`config.mk`:
```
export PLATFORM = sky130hd
export DESIGN_NAME = fft_bfly_sched
export DESIGN_NICKNAME = d
export VERILOG_FILES = /design/src/rtl/fft_pkg.sv /design/src/rtl/fft_bfly_addr.sv /design/src/rtl/fft_bfly_sched.sv
export SDC_FILE = /design/constraint.sdc
export NUM_CORES = 1
export LEC_CHECK = 0
export CAP_MARGIN = 5
export CORE_ASPECT_RATIO = 1.25
export CORE_UTILIZATION = 30
export DETAILED_ROUTE_END_ITERATION = 12
export GPL_TIMING_DRIVEN = 0
export SLEW_MARGIN = 0
export SYNTH_ARGS = -nofsm -noshare
export SYNTH_HDL_FRONTEND = slang
export SYNTH_SLANG_ARGS = --single-unit
```
`constraint.sdc`:
```
create_clock -name clk -period 5.5 [get_ports clk]
set_clock_uncertainty 0.15 [all_clocks]
set_input_delay 1.1 -clock clk [delete_from_list [all_inputs] [get_ports clk]]
set_output_delay 1.1 -clock clk [all_outputs]
set_load 0.01 [all_outputs]
```
`src/rtl/fft_pkg.sv`:
```
// ---------------------------------------------------------------------------
// fft_pkg
// Shared types and constants for the radix-2 FFT butterfly scheduler.
// Revision: 1.0
// ---------------------------------------------------------------------------
`default_nettype none

package fft_pkg;

  // Default sample address width; a transform has at most 2^FFT_ADDR_W points.
  localparam int FFT_ADDR_W = 11;

  // Largest accepted log2 of the point count.
  localparam int MAX_LOG2N = FFT_ADDR_W;

  typedef enum logic [1:0] {
    IDLE   = 2'd0,
    ISSUE  = 2'd1,
    DRAIN  = 2'd2,
    FINISH = 2'd3
  } sched_state_t;

endpackage

`default_nettype wire

```
`src/rtl/fft_bfly_addr.sv`:
```
// ---------------------------------------------------------------------------
// fft_bfly_addr
// Combinational butterfly descriptor mapping: (j, s, L) -> (A, B, twiddle).
// Revision: 1.0
// ---------------------------------------------------------------------------
`default_nettype none

module fft_bfly_addr
  import fft_pkg::*;
#(
  parameter int ADDR_W = FFT_ADDR_W
) (
  input  logic [ADDR_W-2:0] j_i,
  input  logic [3:0]        s_i,
  input  logic [3:0]        l_i,
  output logic [ADDR_W-1:0] addr_a_o,
  output logic [ADDR_W-1:0] addr_b_o,
  output logic [ADDR_W-2:0] tw_idx_o
);

  localparam logic [ADDR_W-2:0] K_ONE = (ADDR_W-1)'(1);

  logic [ADDR_W-1:0] half_w;
  logic [ADDR_W-2:0] k_w;
  logic [ADDR_W-1:0] a_w;
  logic [3:0]        tw_sh_w;

  // Butterfly j of stage s: split j at bit s and open a gap of width 'half'.
  // k is always below 2^(L-1), so it fits the twiddle width; when s is the
  // top stage the truncated half-1 becomes all ones, which is exactly k=j.
  always_comb begin
    half_w   = ADDR_W'(1) << s_i;
    k_w      = j_i & (half_w[ADDR_W-2:0] - K_ONE);
    a_w      = (({1'b0, j_i} >> s_i) << (s_i + 4'd1)) | {1'b0, k_w};
    tw_sh_w  = l_i - 4'd1 - s_i;
    addr_a_o = a_w;
    addr_b_o = a_w | half_w;
    tw_idx_o = k_w << tw_sh_w;
  end

endmodule

`default_nettype wire

```
`src/rtl/fft_bfly_sched.sv`:
```
// ---------------------------------------------------------------------------
// fft_bfly_sched
// Radix-2 in-place FFT butterfly scheduler: issues descriptors stage by stage
// with a valid/ready handshake and drains the datapath between stages.
// Revision: 1.0
// ---------------------------------------------------------------------------
`default_nettype none

module fft_bfly_sched
  import fft_pkg::*;
#(
  parameter int ADDR_W    = FFT_ADDR_W,
  parameter int MAX_LOG2N = ADDR_W
) (
  input  logic              clk,
  input  logic              n_Reset,
  input  logic              START,
  input  logic [3:0]        LOG2N,
  output logic              BF_VALID,
  input  logic              BF_READY,
  output logic [ADDR_W-1:0] ADDR_A,
  output logic [ADDR_W-1:0] ADDR_B,
  output logic [ADDR_W-2:0] TW_IDX,
  output logic [3:0]        STAGE,
  input  logic              DP_IDLE,
  output logic              BUSY,
  output logic              DONE,
  output logic              ERR
);

  localparam logic [3:0]        MAX_L = 4'(MAX_LOG2N);
  localparam logic [ADDR_W-2:0] J_ONE = (ADDR_W-1)'(1);

  sched_state_t      state_q, state_d;
  logic [ADDR_W-2:0] j_q, j_d;
  logic [3:0]        s_q, s_d;
  logic [3:0]        l_q, l_d;
  logic              err_q, err_d;

  logic [ADDR_W-1:0] addr_a_q, addr_b_q;
  logic [ADDR_W-2:0] tw_q;
  logic [ADDR_W-1:0] addr_a_w, addr_b_w;
  logic [ADDR_W-2:0] tw_w;

  logic [ADDR_W-1:0] last_j_w;
  logic              last_w;

  // Final butterfly index of a stage is N/2-1 = 2^(L-1)-1.
  assign last_j_w = (ADDR_W'(1) << (l_q - 4'd1)) - ADDR_W'(1);
  assign last_w   = ({1'b0, j_q} == last_j_w);

  // The mapper looks at next-state counters so descriptors can be registered
  // and still appear in the first ISSUE cycle.
  fft_bfly_addr #(
    .ADDR_W (ADDR_W)
  ) u_addr (
    .j_i      (j_d),
    .s_i      (s_d),
    .l_i      (l_d),
    .addr_a_o (addr_a_w),
    .addr_b_o (addr_b_w),
    .tw_idx_o (tw_w)
  );

  // Next-state logic: accept/reject START, step j on handshakes, drain between stages.
  always_comb begin
    state_d = state_q;
    j_d     = j_q;
    s_d     = s_q;
    l_d     = l_q;
    err_d   = 1'b0;
    case (state_q)
      IDLE: begin
        if (START) begin
          if ((LOG2N != 4'd0) && (LOG2N <= MAX_L)) begin
            l_d     = LOG2N;
            s_d     = 4'd0;
            j_d     = '0;
            state_d = ISSUE;
          end else begin
            err_d = 1'b1;
          end
        end
      end
      ISSUE: begin
        if (BF_READY) begin
          if (last_w) begin
            state_d = DRAIN;
          end else begin
            j_d = j_q + J_ONE;
          end
        end
      end
      DRAIN: begin
        // Next stage reads what this one wrote, so wait for writebacks.
        if (DP_IDLE) begin
          if (s_q < (l_q - 4'd1)) begin
            s_d     = s_q + 4'd1;
            j_d     = '0;
            state_d = ISSUE;
          end else begin
            state_d = FINISH;
          end
        end
      end
      FINISH: begin
        state_d = IDLE;
      end
      default: begin
        state_d = IDLE;
      end
    endcase
  end

  // State and counter registers.
  always_ff @(posedge clk or negedge n_Reset) begin
    if (!n_Reset) begin
      state_q <= IDLE;
      j_q     <= '0;
      s_q     <= 4'd0;
      l_q     <= 4'd0;
      err_q   <= 1'b0;
    end else begin
      state_q <= state_d;
      j_q     <= j_d;
      s_q     <= s_d;
      l_q     <= l_d;
      err_q   <= err_d;
    end
  end

  // Descriptor registers; they only reload when the next cycle issues.
  always_ff @(posedge clk or negedge n_Reset) begin
    if (!n_Reset) begin
      addr_a_q <= '0;
      addr_b_q <= '0;
      tw_q     <= '0;
    end else if (state_d == ISSUE) begin
      addr_a_q <= addr_a_w;
      addr_b_q <= addr_b_w;
      tw_q     <= tw_w;
    end
  end

  assign BF_VALID = (state_q == ISSUE);
  assign BUSY     = (state_q != IDLE);
  assign DONE     = (state_q == FINISH);
  assign ERR      = err_q;
  assign ADDR_A   = addr_a_q;
  assign ADDR_B   = addr_b_q;
  assign TW_IDX   = tw_q;
  assign STAGE    = s_q;

endmodule

`default_nettype wire

```
==> flow_summary.html, run 1 <==
<table>
<tr><th>Metric</th><th>Value</th></tr>
<tr><th colspan="2">STA</th></tr>
<tr><td>Setup-failing EPs final</td><td>0</td></tr>
<tr><td>Crit path time final</td><td>between 5 and 6 ns</td></tr>
<tr><td>Worst hold-check slack</td><td>roughly 0.34 ns</td></tr>
<tr><td>Actual transition at the worst max-transition pin</td><td>around 1 ns</td></tr>
<tr><td>Remaining max-slew budget at the tightest pin</td><td>35.0%</td></tr>
<tr><td>Final slew viol count</td><td>0</td></tr>
<tr><td>Final critical-path share of the clock period</td><td>98.1%</td></tr>
<tr><td>RSZ-0062 raised after global routing</td><td>yes</td></tr>
<tr><td>Number of hold violations in the final report</td><td>0</td></tr>
<tr><td>Max Clk Rate</td><td>185 MHz</td></tr>
<tr><th colspan="2">Synthesis</th></tr>
<tr><td>Synthesized instance count</td><td>670</td></tr>
<tr><td>Number of storage elements in the synthesis netlist</td><td>53</td></tr>
<tr><td>Share of synthesized flip-flops with an asynchronous set or reset</td><td>100%</td></tr>
<tr><td>Top cell type's share of synthesized area</td><td>24.4%</td></tr>
<tr><td>Number of enable flip-flop cells after synthesis</td><td>0</td></tr>
<tr><td>Post-synthesis area per instance</td><td>8.13 µm²</td></tr>
<tr><td>Warning count from the yosys run</td><td>0</td></tr>
<tr><td>Combined area of all synthesized cells</td><td>roughly 5400 µm²</td></tr>
<tr><td>Top flip-flop cell by instance count after synthesis</td><td>sky130_fd_sc_hd__dfrtp_1</td></tr>
<tr><td>Number of nets in the synthesized netlist</td><td>700</td></tr>
<tr><td>Area contributors post-synth</td><td>sky130_fd_sc_hd__dfrtp_1 (24%), sky130_fd_sc_hd__nor2_1 (4.8%), sky130_fd_sc_hd__nand2_1 (4.7%)</td></tr>
<tr><td>Distinct cell type count of the synthesized netlist</td><td>105</td></tr>
<tr><td>Sequential cell area fraction in the yosys report</td><td>24.4%</td></tr>
<tr><td>Post-synth top area cell</td><td>sky130_fd_sc_hd__dfrtp_1</td></tr>
<tr><th colspan="2">Pwr</th></tr>
<tr><td>Leak pwr</td><td>2.70 nW</td></tr>
<tr><td>Share of power burned in the clock network</td><td>12.7%</td></tr>
<tr><td>Sequential cell fraction of total power</td><td>18.3%</td></tr>
<tr><td>Total power</td><td>3.10 mW</td></tr>
<tr><td>Worst supply voltage drop on vdd</td><td>0.211 mV</td></tr>
<tr><td>Switching power share of the total</td><td>approximately 48%</td></tr>
<tr><td>Combinational cell fraction of total power</td><td>slightly below 70%</td></tr>
<tr><td>Power per Cell Area</td><td>~450 nW/µm²</td></tr>
<tr><td>P_int</td><td>1.62 mW</td></tr>
<tr><td>Power dissipated by switching net loads</td><td>1.48 mW</td></tr>
<tr><th colspan="2">GRT</th></tr>
<tr><td>Largest net degree at the start of global routing</td><td>39</td></tr>
<tr><td>Initial antenna violation count</td><td>0</td></tr>
<tr><td>Total congestion overflow after global routing</td><td>0</td></tr>
<tr><td>Global-route wire length before repair</td><td>between 30000 and 40000 µm</td></tr>
<tr><td>Vias in the first global route</td><td>5566</td></tr>
<tr><td>All-Layer GR Usage</td><td>about a fifth</td></tr>
<tr><th colspan="2">Critical path</th></tr>
<tr><td>Top fanout value on the critical path</td><td>10</td></tr>
<tr><td>Nature of the critical path startpoint</td><td>register</td></tr>
<tr><td>Type of destination of the critical path</td><td>register</td></tr>
<tr><td>Data required time at the worst endpoint</td><td>5.55 ns</td></tr>
<tr><td>Category of the most critical setup path</td><td>register to register</td></tr>
<tr><td>Arr. time, crit path</td><td>5.44 ns</td></tr>
<tr><td>Reg2reg start</td><td>l_q[0]</td></tr>
<tr><td>Worst setup path start</td><td>l_q[0]</td></tr>
<tr><th colspan="2">Placement</th></tr>
<tr><td>Final HPWL DP</td><td>14500 µm</td></tr>
<tr><td>Placed Cells incl. Taps</td><td>around 940</td></tr>
<tr><td>I/O Buffers</td><td>48</td></tr>
<tr><td>Gp weighted congestion</td><td>0.961</td></tr>
<tr><td>Area post-placement</td><td>6220 µm²</td></tr>
<tr><th colspan="2">Drt</th></tr>
<tr><td>DRC violation total after the first TritonRoute iteration</td><td>just under 500</td></tr>
<tr><td>Routed Antenna Nets</td><td>0</td></tr>
<tr><td>Drc violations</td><td>0</td></tr>
<tr><td>Routed vias</td><td>between 5000 and 6000</td></tr>
<tr><td>Vias per std cell</td><td>5.93</td></tr>
<tr><td>Met2 wire length</td><td>9500 µm</td></tr>
<tr><td>Total Routed Length</td><td>19300 µm</td></tr>
<tr><td>Routed length per placed instance</td><td>20.0 µm</td></tr>
<tr><td>Uppermost layer routed</td><td>met4</td></tr>
<tr><td>Detailed-routing iteration count for the pre-antenna-repair pass</td><td>7</td></tr>
<tr><td>Routed length on met3</td><td>approximately 900 µm</td></tr>
<tr><td>Metal-1 WL</td><td>about 8000 µm</td></tr>
<tr><th colspan="2">Clocking</th></tr>
<tr><td>Clock insertion delay at the later pin of the skew report</td><td>0.30 ns</td></tr>
<tr><td>Cell at the root of the clock tree</td><td>sky130_fd_sc_hd__clkbuf_16</td></tr>
<tr><td>TritonCTS clock tree</td><td>done</td></tr>
<tr><td>Maximum buffer depth of the clock tree</td><td>2</td></tr>
<tr><td>Maximum level of the CTS H-tree</td><td>2</td></tr>
<tr><td>Clock sink count</td><td>53</td></tr>
<tr><td>Total clock buffers created by CTS</td><td>5</td></tr>
<tr><td>Clock transition at the registers of the reported paths</td><td>0.07 ns</td></tr>
<tr><th colspan="2">Final layout</th></tr>
<tr><td>Most frequent standard cell in the layout excluding fill and tap cells</td><td>sky130_fd_sc_hd__nand2_1</td></tr>
<tr><td>Filler Cells Inserted</td><td>1789</td></tr>
<tr><td>Synth-to-Final Area Change</td><td>27.3%</td></tr>
<tr><td>Most frequent cells in the layout</td><td>sky130_fd_sc_hd__nand2_1 (68), sky130_fd_sc_hd__nor2_1 (67), sky130_fd_sc_hd__dfrtp_1 (52)</td></tr>
<tr><td>Final instance area</td><td>6940 µm²</td></tr>
<tr><td>Core utilization of the finished layout</td><td>39.3%</td></tr>
<tr><td>Layout cells sized above 1</td><td>19.7%</td></tr>
<tr><td>Antenna cell count</td><td>0</td></tr>
<tr><td>Count of non-filler cells in the finished layout</td><td>965</td></tr>
<tr><td>Final nets</td><td>just under 800</td></tr>
<tr><th colspan="2">Die</th></tr>
<tr><td>Die Y-Extent</td><td>153 µm</td></tr>
<tr><td>Die Width</td><td>123 µm</td></tr>
<tr><td>Placeable core region</td><td>between 15000 and 20000 µm²</td></tr>
<tr><td>Starting density of the core</td><td>30.9%</td></tr>
<tr><td>Number of top-level design ports</td><td>49</td></tr>
<tr><td>Number of placement rows</td><td>54</td></tr>
<tr><td>Die outline area</td><td>between 15000 and 20000 µm²</td></tr>
<tr><th colspan="2">Worst hold path</th></tr>
<tr><td>Worst min-delay path category</td><td>register to register</td></tr>
<tr><td>Worst Min Path Start</td><td>TW_IDX[7]</td></tr>
<tr><th colspan="2">Outcome</th></tr>
<tr><td>Result of the run</td><td>complete, no violations</td></tr>
<tr><th colspan="2">Flow run</th></tr>
<tr><td>Reported max-cap violation count</td><td>0</td></tr>
</table>
==> power by group through the flow <==
stage	clock network, mW	registers [mW]	logic [mW]
global placement	0	0.576	1.84
finish	0.393	0.566	2.14
detailed placement	0	0.575	1.84
floorplan	0	0.593	1.31
CTS	0.401	0.569	1.97
global route	0.410	0.581	2.31
==> cell families (layout without fill, tap and decap cells) <==
logic type,count (synthesis),after routing,share of synthesized area (%)
AOI/OAI and AO/OA,228,228,34.1
xor gates and xnor gates,20,20,3.47
adders and majority gates,21,21,4.96
buffers and inverters,76,147,6.06
DFF,53,53,24.4
muxes,16,16,3.56
and+or+nand+nor,256,256,23.5
==> state kept, by name, summed over array words and instances, names as in the netlist <==
register / cells
ADDR_B: 11
TW_IDX: 10
l_q: 4
state_q: 2
STAGE: 4
j_q: 10
ERR: 1
ADDR_A: 11
==> per-layer routing <==
| layer | track usage, % | up-vias |
|---|---|---|
| met5 | 0 | - |
| met4 | 11.0 | 0 |
| met3 | 2.28 | 62 |
| met2 | 34.2 | 234 |
| met1 | 25.4 | 2737 |
| li1 | - | 2693 |
==> layout make-up <==
type | instances | area [µm²] | share of cell area [%]
Buffer | 39 | 224 | 3.23
Clock buffer | 6 | 139 | 2.00
Clock inverter | 2 | 41.3 | 0.595
Inverter | 34 | 139 | 2.00
Multi-Input combinational cell | 541 | 4150 | 59.9
Sequential cell | 53 | 1330 | 19.1
Tap cell | 224 | 280 | 4.04
Timing Repair Buffer | 66 | 631 | 9.09
==> cells in the mapped netlist, types with 6 or more instances <==
master                     instances
sky130_fd_sc_hd__o31ai_1           6
sky130_fd_sc_hd__a21o_1            7
sky130_fd_sc_hd__xor2_1            6
sky130_fd_sc_hd__dfrtp_1          53
sky130_fd_sc_hd__mux2_2            7
sky130_fd_sc_hd__nor2_1           70
sky130_fd_sc_hd__o21ai_1           6
sky130_fd_sc_hd__or2_2            11
sky130_fd_sc_hd__ha_1             20
sky130_fd_sc_hd__nand2b_1          7
sky130_fd_sc_hd__inv_1            28
sky130_fd_sc_hd__clkbuf_1         30
sky130_fd_sc_hd__xnor2_1          13
sky130_fd_sc_hd__a211oi_1         12
sky130_fd_sc_hd__o22ai_1           9
sky130_fd_sc_hd__a22o_1            9
sky130_fd_sc_hd__o21ai_0          24
sky130_fd_sc_hd__nor3_1           21
sky130_fd_sc_hd__or3_1             8
sky130_fd_sc_hd__nand2_1          68
sky130_fd_sc_hd__mux2i_1           7
sky130_fd_sc_hd__o21a_1            9
sky130_fd_sc_hd__nor4_1            6
sky130_fd_sc_hd__a31oi_1          17
sky130_fd_sc_hd__nand3_1          20
sky130_fd_sc_hd__a21oi_1          28
sky130_fd_sc_hd__and3_1            8
==> timing repair <==
action                     in CTS  in global routing
pin swaps                       8                 17
setup endpoints to repair      32                 28
setup buffers                   6                 11
resized for setup              45                 50
hold buffers                    0                  0
==> worst paths after layout <==
check	slack, ns	to	cells after the start
max	0.11	ADDR_A[7]	23
max in group asynchronous	4.05	l_q[1]	2
min in group asynchronous	0.58	ADDR_A[5]	1
min	0.34	TW_IDX[7]	2
max reg2reg	0.11	ADDR_A[7]	23
min reg2reg	0.34	TW_IDX[7]	2
==> metrics by stage <==
stage | setup slack [ns] | TNS, ns
finish | 0.107 | 0
global route | -0.0551 | -0.300
CTS | 0.00551 | 0
detailed placement | -1.43 | -35.06
global placement | -1.39 | -34.67
floorplan | 0.152 | 0
==> critical path, stage by stage (launching register included) <==
cell                         delay [ns]
sky130_fd_sc_hd__dfrtp_1           0.36
sky130_fd_sc_hd__buf_6             0.15
sky130_fd_sc_hd__clkinvlp_4        0.13
sky130_fd_sc_hd__ha_4              0.20
sky130_fd_sc_hd__buf_6             0.14
sky130_fd_sc_hd__o41ai_4           0.42
sky130_fd_sc_hd__nand2_1           0.15
sky130_fd_sc_hd__ha_4              0.23
sky130_fd_sc_hd__xnor2_1           0.13
sky130_fd_sc_hd__o311ai_2          0.39
sky130_fd_sc_hd__xor2_1            0.15
sky130_fd_sc_hd__nand4bb_4         0.29
sky130_fd_sc_hd__o41ai_4           0.33
sky130_fd_sc_hd__buf_6             0.19
sky130_fd_sc_hd__buf_6             0.15
sky130_fd_sc_hd__a21oi_1           0.07
sky130_fd_sc_hd__mux2i_1           0.40
sky130_fd_sc_hd__mux2_2            0.27
sky130_fd_sc_hd__a211oi_4          0.06
sky130_fd_sc_hd__buf_4             0.18
sky130_fd_sc_hd__o31ai_4           0.18
sky130_fd_sc_hd__buf_6             0.16
sky130_fd_sc_hd__a22oi_2           0.09
sky130_fd_sc_hd__o41ai_2           0.30
Note: power is estimated with default switching activity, not from simulation.
==> run 2, diff against run 1 <==
Settings changed: SETUP_SLACK_MARGIN set to 0.4.
Clock period 5.5 ns to 5.6 ns, I/O delays scaled along.
==> run 2 against run 1 <==
  * Combinational power is 14% higher
  * Power up 9.3%
  * Design area grew 14%
  * Clock power shrank 3%
  * Flip-flop and latch count unchanged
  * Non-clock buffer count rose by 63
  * First-iteration DRC count is 6.1% lower
  * Hold slack lost 0.0021 ns
  * Global-route usage up 0.29 points
  * Utilization rose by 5.7 points
  * Routed wire length is 7.3% higher
  * Register-to-register slack gained 0.23 ns
  * Critical path type unchanged
  * Largest power group unchanged
==> flow_summary.html, run 2 (synthesized netlist as in run 1, its figures left out) <==
<table>
<tr><th>Metric</th><th>Value</th></tr>
<tr><th colspan="2">GRT</th></tr>
<tr><td>All-Layer GR Usage</td><td>20.8% (was 20.5%)</td></tr>
<tr><td>Initial antenna violation count</td><td>0 (unchanged)</td></tr>
<tr><td>Largest net degree at the start of global routing</td><td>39 (unchanged)</td></tr>
<tr><td>Vias in the first global route</td><td>5675 (was 5566)</td></tr>
<tr><td>Total congestion overflow after global routing</td><td>0 (unchanged)</td></tr>
<tr><td>Global-route wire length before repair</td><td>30500 µm (was 30100 µm)</td></tr>
<tr><th colspan="2">Critical path</th></tr>
<tr><td>Register-to-register setup slack</td><td>0.33 ns (was 0.11 ns)</td></tr>
<tr><td>Data required time at the worst endpoint</td><td>5.62 ns (was 5.55 ns)</td></tr>
<tr><td>Cells along the critical path</td><td>buf_6 -&gt; clkinvlp_4 -&gt; ha_4 -&gt; buf_8 -&gt; o41ai_4 -&gt; nand2_1 -&gt; ha_4 -&gt; xnor2_2 -&gt; o311ai_2 -&gt; xor2_1 -&gt; nand4bb_4 -&gt; o41ai_4 -&gt; buf_6 -&gt; buf_8 -&gt; buf_6 -&gt; o31a_4 -&gt; nand2_2 -&gt; mux2_4 -&gt; a211oi_4 -&gt; buf_12 -&gt; o32ai_4 -&gt; a211oi_2 -&gt; a31oi_1 (was buf_6 -&gt; clkinvlp_4 -&gt; ha_4 -&gt; buf_6 -&gt; o41ai_4 -&gt; nand2_1 -&gt; ha_4 -&gt; xnor2_1 -&gt; o311ai_2 -&gt; xor2_1 -&gt; nand4bb_4 -&gt; o41ai_4 -&gt; buf_6 -&gt; buf_6 -&gt; a21oi_1 -&gt; mux2i_1 -&gt; mux2_2 -&gt; a211oi_4 -&gt; buf_4 -&gt; o31ai_4 -&gt; buf_6 -&gt; a22oi_2 -&gt; o41ai_2)</td></tr>
<tr><td>Peak per-stage delay on the critical path</td><td>0.43 ns (was 0.42 ns)</td></tr>
<tr><td>Top fanout value on the critical path</td><td>6 (was 10)</td></tr>
<tr><td>CP max-delay cell</td><td>sky130_fd_sc_hd__o41ai_4 (unchanged)</td></tr>
<tr><td>Type of destination of the critical path</td><td>register (unchanged)</td></tr>
<tr><td>Category of the most critical setup path</td><td>register to register (unchanged)</td></tr>
<tr><td>Reg2reg start</td><td>l_q[0] (unchanged)</td></tr>
<tr><td>Arr. time, crit path</td><td>5.29 ns (was 5.44 ns)</td></tr>
<tr><td>Critical path's most frequent cell</td><td>sky130_fd_sc_hd__buf_6 (unchanged)</td></tr>
<tr><td>Nature of the critical path startpoint</td><td>register (unchanged)</td></tr>
<tr><td>Worst setup path start</td><td>l_q[0] (unchanged)</td></tr>
<tr><th colspan="2">Placement</th></tr>
<tr><td>Placed Cells incl. Taps</td><td>943 (unchanged)</td></tr>
<tr><td>Gp weighted congestion</td><td>0.922 (was 0.961)</td></tr>
<tr><td>Final HPWL DP</td><td>14400 µm (was 14500 µm)</td></tr>
<tr><td>I/O Buffers</td><td>48 (unchanged)</td></tr>
<tr><th colspan="2">Final layout</th></tr>
<tr><td>Area of the multi-input gates</td><td>4550 µm² (was 4150 µm²)</td></tr>
<tr><td>Most frequent cells in the layout</td><td>sky130_fd_sc_hd__nor2_1 (68), sky130_fd_sc_hd__buf_4 (68), sky130_fd_sc_hd__nand2_1 (64) (was sky130_fd_sc_hd__nand2_1 (68), sky130_fd_sc_hd__nor2_1 (67), sky130_fd_sc_hd__dfrtp_1 (52))</td></tr>
<tr><td>Count of non-filler cells in the finished layout</td><td>1028 (was 965)</td></tr>
<tr><td>Area occupied by registers</td><td>1330 µm² (unchanged)</td></tr>
<tr><td>Synth-to-Final Area Change</td><td>45.8% (was 27.3%)</td></tr>
<tr><td>Layout cells sized above 1</td><td>31.5% (was 19.7%)</td></tr>
<tr><td>Filler Cells Inserted</td><td>1657 (was 1789)</td></tr>
<tr><td>Antenna cell count</td><td>0 (unchanged)</td></tr>
<tr><td>Final nets</td><td>833 (was 770)</td></tr>
<tr><th colspan="2">Die</th></tr>
<tr><td>Die Width</td><td>123 µm (unchanged)</td></tr>
<tr><td>Number of placement rows</td><td>54 (unchanged)</td></tr>
<tr><td>Placeable core region</td><td>17600 µm² (unchanged)</td></tr>
<tr><td>Die outline area</td><td>18700 µm² (unchanged)</td></tr>
<tr><td>Number of top-level design ports</td><td>49 (unchanged)</td></tr>
<tr><td>Die Y-Extent</td><td>153 µm (unchanged)</td></tr>
<tr><td>Starting density of the core</td><td>30.9% (unchanged)</td></tr>
<tr><th colspan="2">Worst hold path</th></tr>
<tr><td>Worst min-delay path category</td><td>register to register (unchanged)</td></tr>
<tr><td>Worst Min Path Start</td><td>TW_IDX[8] (was TW_IDX[7])</td></tr>
<tr><th colspan="2">Drt</th></tr>
<tr><td>Drc violations</td><td>0 (unchanged)</td></tr>
<tr><td>Vias per std cell</td><td>6.00 (was 5.93)</td></tr>
<tr><td>Detailed-routing iteration count for the pre-antenna-repair pass</td><td>6 (was 7)</td></tr>
<tr><td>Routed length per placed instance</td><td>20.1 µm (was 20.0 µm)</td></tr>
<tr><td>Routed vias</td><td>6170 (was 5726)</td></tr>
<tr><td>DRC violation total after the first TritonRoute iteration</td><td>458 (was 488)</td></tr>
<tr><td>Routed Antenna Nets</td><td>0 (unchanged)</td></tr>
<tr><td>Total Routed Length</td><td>20700 µm (was 19300 µm)</td></tr>
<tr><th colspan="2">Clocking</th></tr>
<tr><td>Maximum buffer depth of the clock tree</td><td>2 (unchanged)</td></tr>
<tr><td>Clock insertion delay at the later pin of the skew report</td><td>0.30 ns (about the same)</td></tr>
<tr><td>Cell at the root of the clock tree</td><td>sky130_fd_sc_hd__clkbuf_16 (unchanged)</td></tr>
<tr><td>Maximum level of the CTS H-tree</td><td>2 (unchanged)</td></tr>
<tr><td>Hold buffer count at CTS</td><td>0 (unchanged)</td></tr>
<tr><td>Clock sink count</td><td>53 (unchanged)</td></tr>
<tr><td>Total clock buffers created by CTS</td><td>5 (unchanged)</td></tr>
<tr><td>TritonCTS clock tree</td><td>done (unchanged)</td></tr>
<tr><td>Clock transition at the registers of the reported paths</td><td>0.08 ns (was 0.07 ns)</td></tr>
<tr><th colspan="2">Pwr</th></tr>
<tr><td>Power per Cell Area</td><td>427 nW/µm² (was 447 nW/µm²)</td></tr>
<tr><td>Leak pwr</td><td>3.18 nW (was 2.70 nW)</td></tr>
<tr><td>Total power</td><td>3.39 mW (was 3.10 mW)</td></tr>
<tr><td>Worst supply voltage drop on vdd</td><td>0.198 mV (was 0.211 mV)</td></tr>
<tr><th colspan="2">STA</th></tr>
<tr><td>RSZ-0062 raised after global routing</td><td>yes (unchanged)</td></tr>
<tr><td>Crit path time final</td><td>5.27 ns (was 5.39 ns)</td></tr>
<tr><td>Max Clk Rate</td><td>190 MHz (was 185 MHz)</td></tr>
<tr><td>Actual transition at the worst max-transition pin</td><td>1.19 ns (was 0.975 ns)</td></tr>
<tr><td>Final critical-path share of the clock period</td><td>94.0% (was 98.1%)</td></tr>
<tr><td>Final slew viol count</td><td>0 (unchanged)</td></tr>
<tr><td>Remaining max-slew budget at the tightest pin</td><td>20.7% (was 35.0%)</td></tr>
<tr><td>Setup-failing EPs final</td><td>0 (unchanged)</td></tr>
<tr><td>Number of hold violations in the final report</td><td>0 (unchanged)</td></tr>
<tr><th colspan="2">Outcome</th></tr>
<tr><td>Result of the run</td><td>complete, no violations (unchanged)</td></tr>
<tr><th colspan="2">Flow run</th></tr>
<tr><td>Reported max-cap violation count</td><td>0 (unchanged)</td></tr>
</table>
[run 2: cell count changes in the layout (fill, tap and decap cells not counted), moves of 3 or more]
cell / delta
sky130_fd_sc_hd__buf_6: +5
sky130_fd_sc_hd__a21oi_1: -6
sky130_fd_sc_hd__clkbuf_16: +3
sky130_fd_sc_hd__or2_4: +3
sky130_fd_sc_hd__nor4_2: -3
sky130_fd_sc_hd__nand3_2: +3
sky130_fd_sc_hd__buf_4: +50
sky130_fd_sc_hd__buf_8: +5
sky130_fd_sc_hd__a21oi_2: +4
sky130_fd_sc_hd__nand3_1: -3
sky130_fd_sc_hd__nand2_1: -4
sky130_fd_sc_hd__o21ai_4: +3
sky130_fd_sc_hd__o21ai_0: -4
sky130_fd_sc_hd__o32ai_4: +3
[run 2: final cells by class]
cell class              instances  share of cell area (%)
plain buffers                  42                    3.77
flip-flops and latches         53                    16.7
repair buffers                126                    14.5
well taps                     224                    3.53
clock buffers                   6                    1.75
clock inverters                 2                   0.520
multi-input cells             541                    57.3
inverters                      34                    1.91
[run 2: timing repair]
action | in CTS | in global routing
setup buffers | 21 | 53
endpoints found under the setup margin | 32 | 28
resized for setup | 75 | 129
cloned | 0 | 3
pin swaps | 20 | 68
endpoints found under the hold margin | 0 | 0
[run 2: layer usage]
metal | GRT usage, % | share of wire [%] | up-vias | wire [µm]
met5 | 0 | 0 | - | 0
met1 | 25.7 | 40 | 2999 | 8230
met4 | 10.9 | 5.1 | 0 | 1050
li1 | - | - | 2827 | -
met3 | 2.43 | 5.5 | 74 | 1130
met2 | 34.7 | 50 | 270 | 10300
[run 2: critical path: cells and delay by family (launching register included)]
kind	cells	cell delay (ns)
AOI/OAI and AO/OA	8	2.18
xor gates and xnor gates	2	0.27
and+or+nand+nor	3	0.49
muxes	1	0.28
buffers and inverters	7	0.93
adders and majority gates	2	0.43
DFF	1	0.38
[run 2: worst paths after layout]
path	endpoint	depth (start not counted)
worst max register to register	ADDR_A[6]	23
max in group asynchronous	l_q[1]	2
worst min-delay path	TW_IDX[8]	2
min in group asynchronous	ADDR_A[5]	1
worst min register to register	TW_IDX[8]	2
worst max-delay path	ADDR_A[6]	23
[run 2: stage by stage]
stage | setup slack, ns | hold WS, ns | TNS, ns | util, % | area (µm²)
after floorplan | 0.398 | 0.366 | 0 | - | 5450
after global placement | -1.06 | 0.328 | -20.83 | 35.2 | 6210
after detailed placement | -0.986 | 0.329 | -19.72 | 35.3 | 6230
after CTS | 0.360 | 0.347 | 0 | 39.1 | 6900
after global routing | 0.176 | 0.362 | 0 | 45.0 | 7940
final | 0.334 | 0.340 | 0 | 45.0 | 7940
[run 2: report_power, final]
part | switching (mW) | internal (mW)
Sequential | 0.0697 | 0.480
Combinational | 1.34 | 1.11
Clock | 0.156 | 0.227
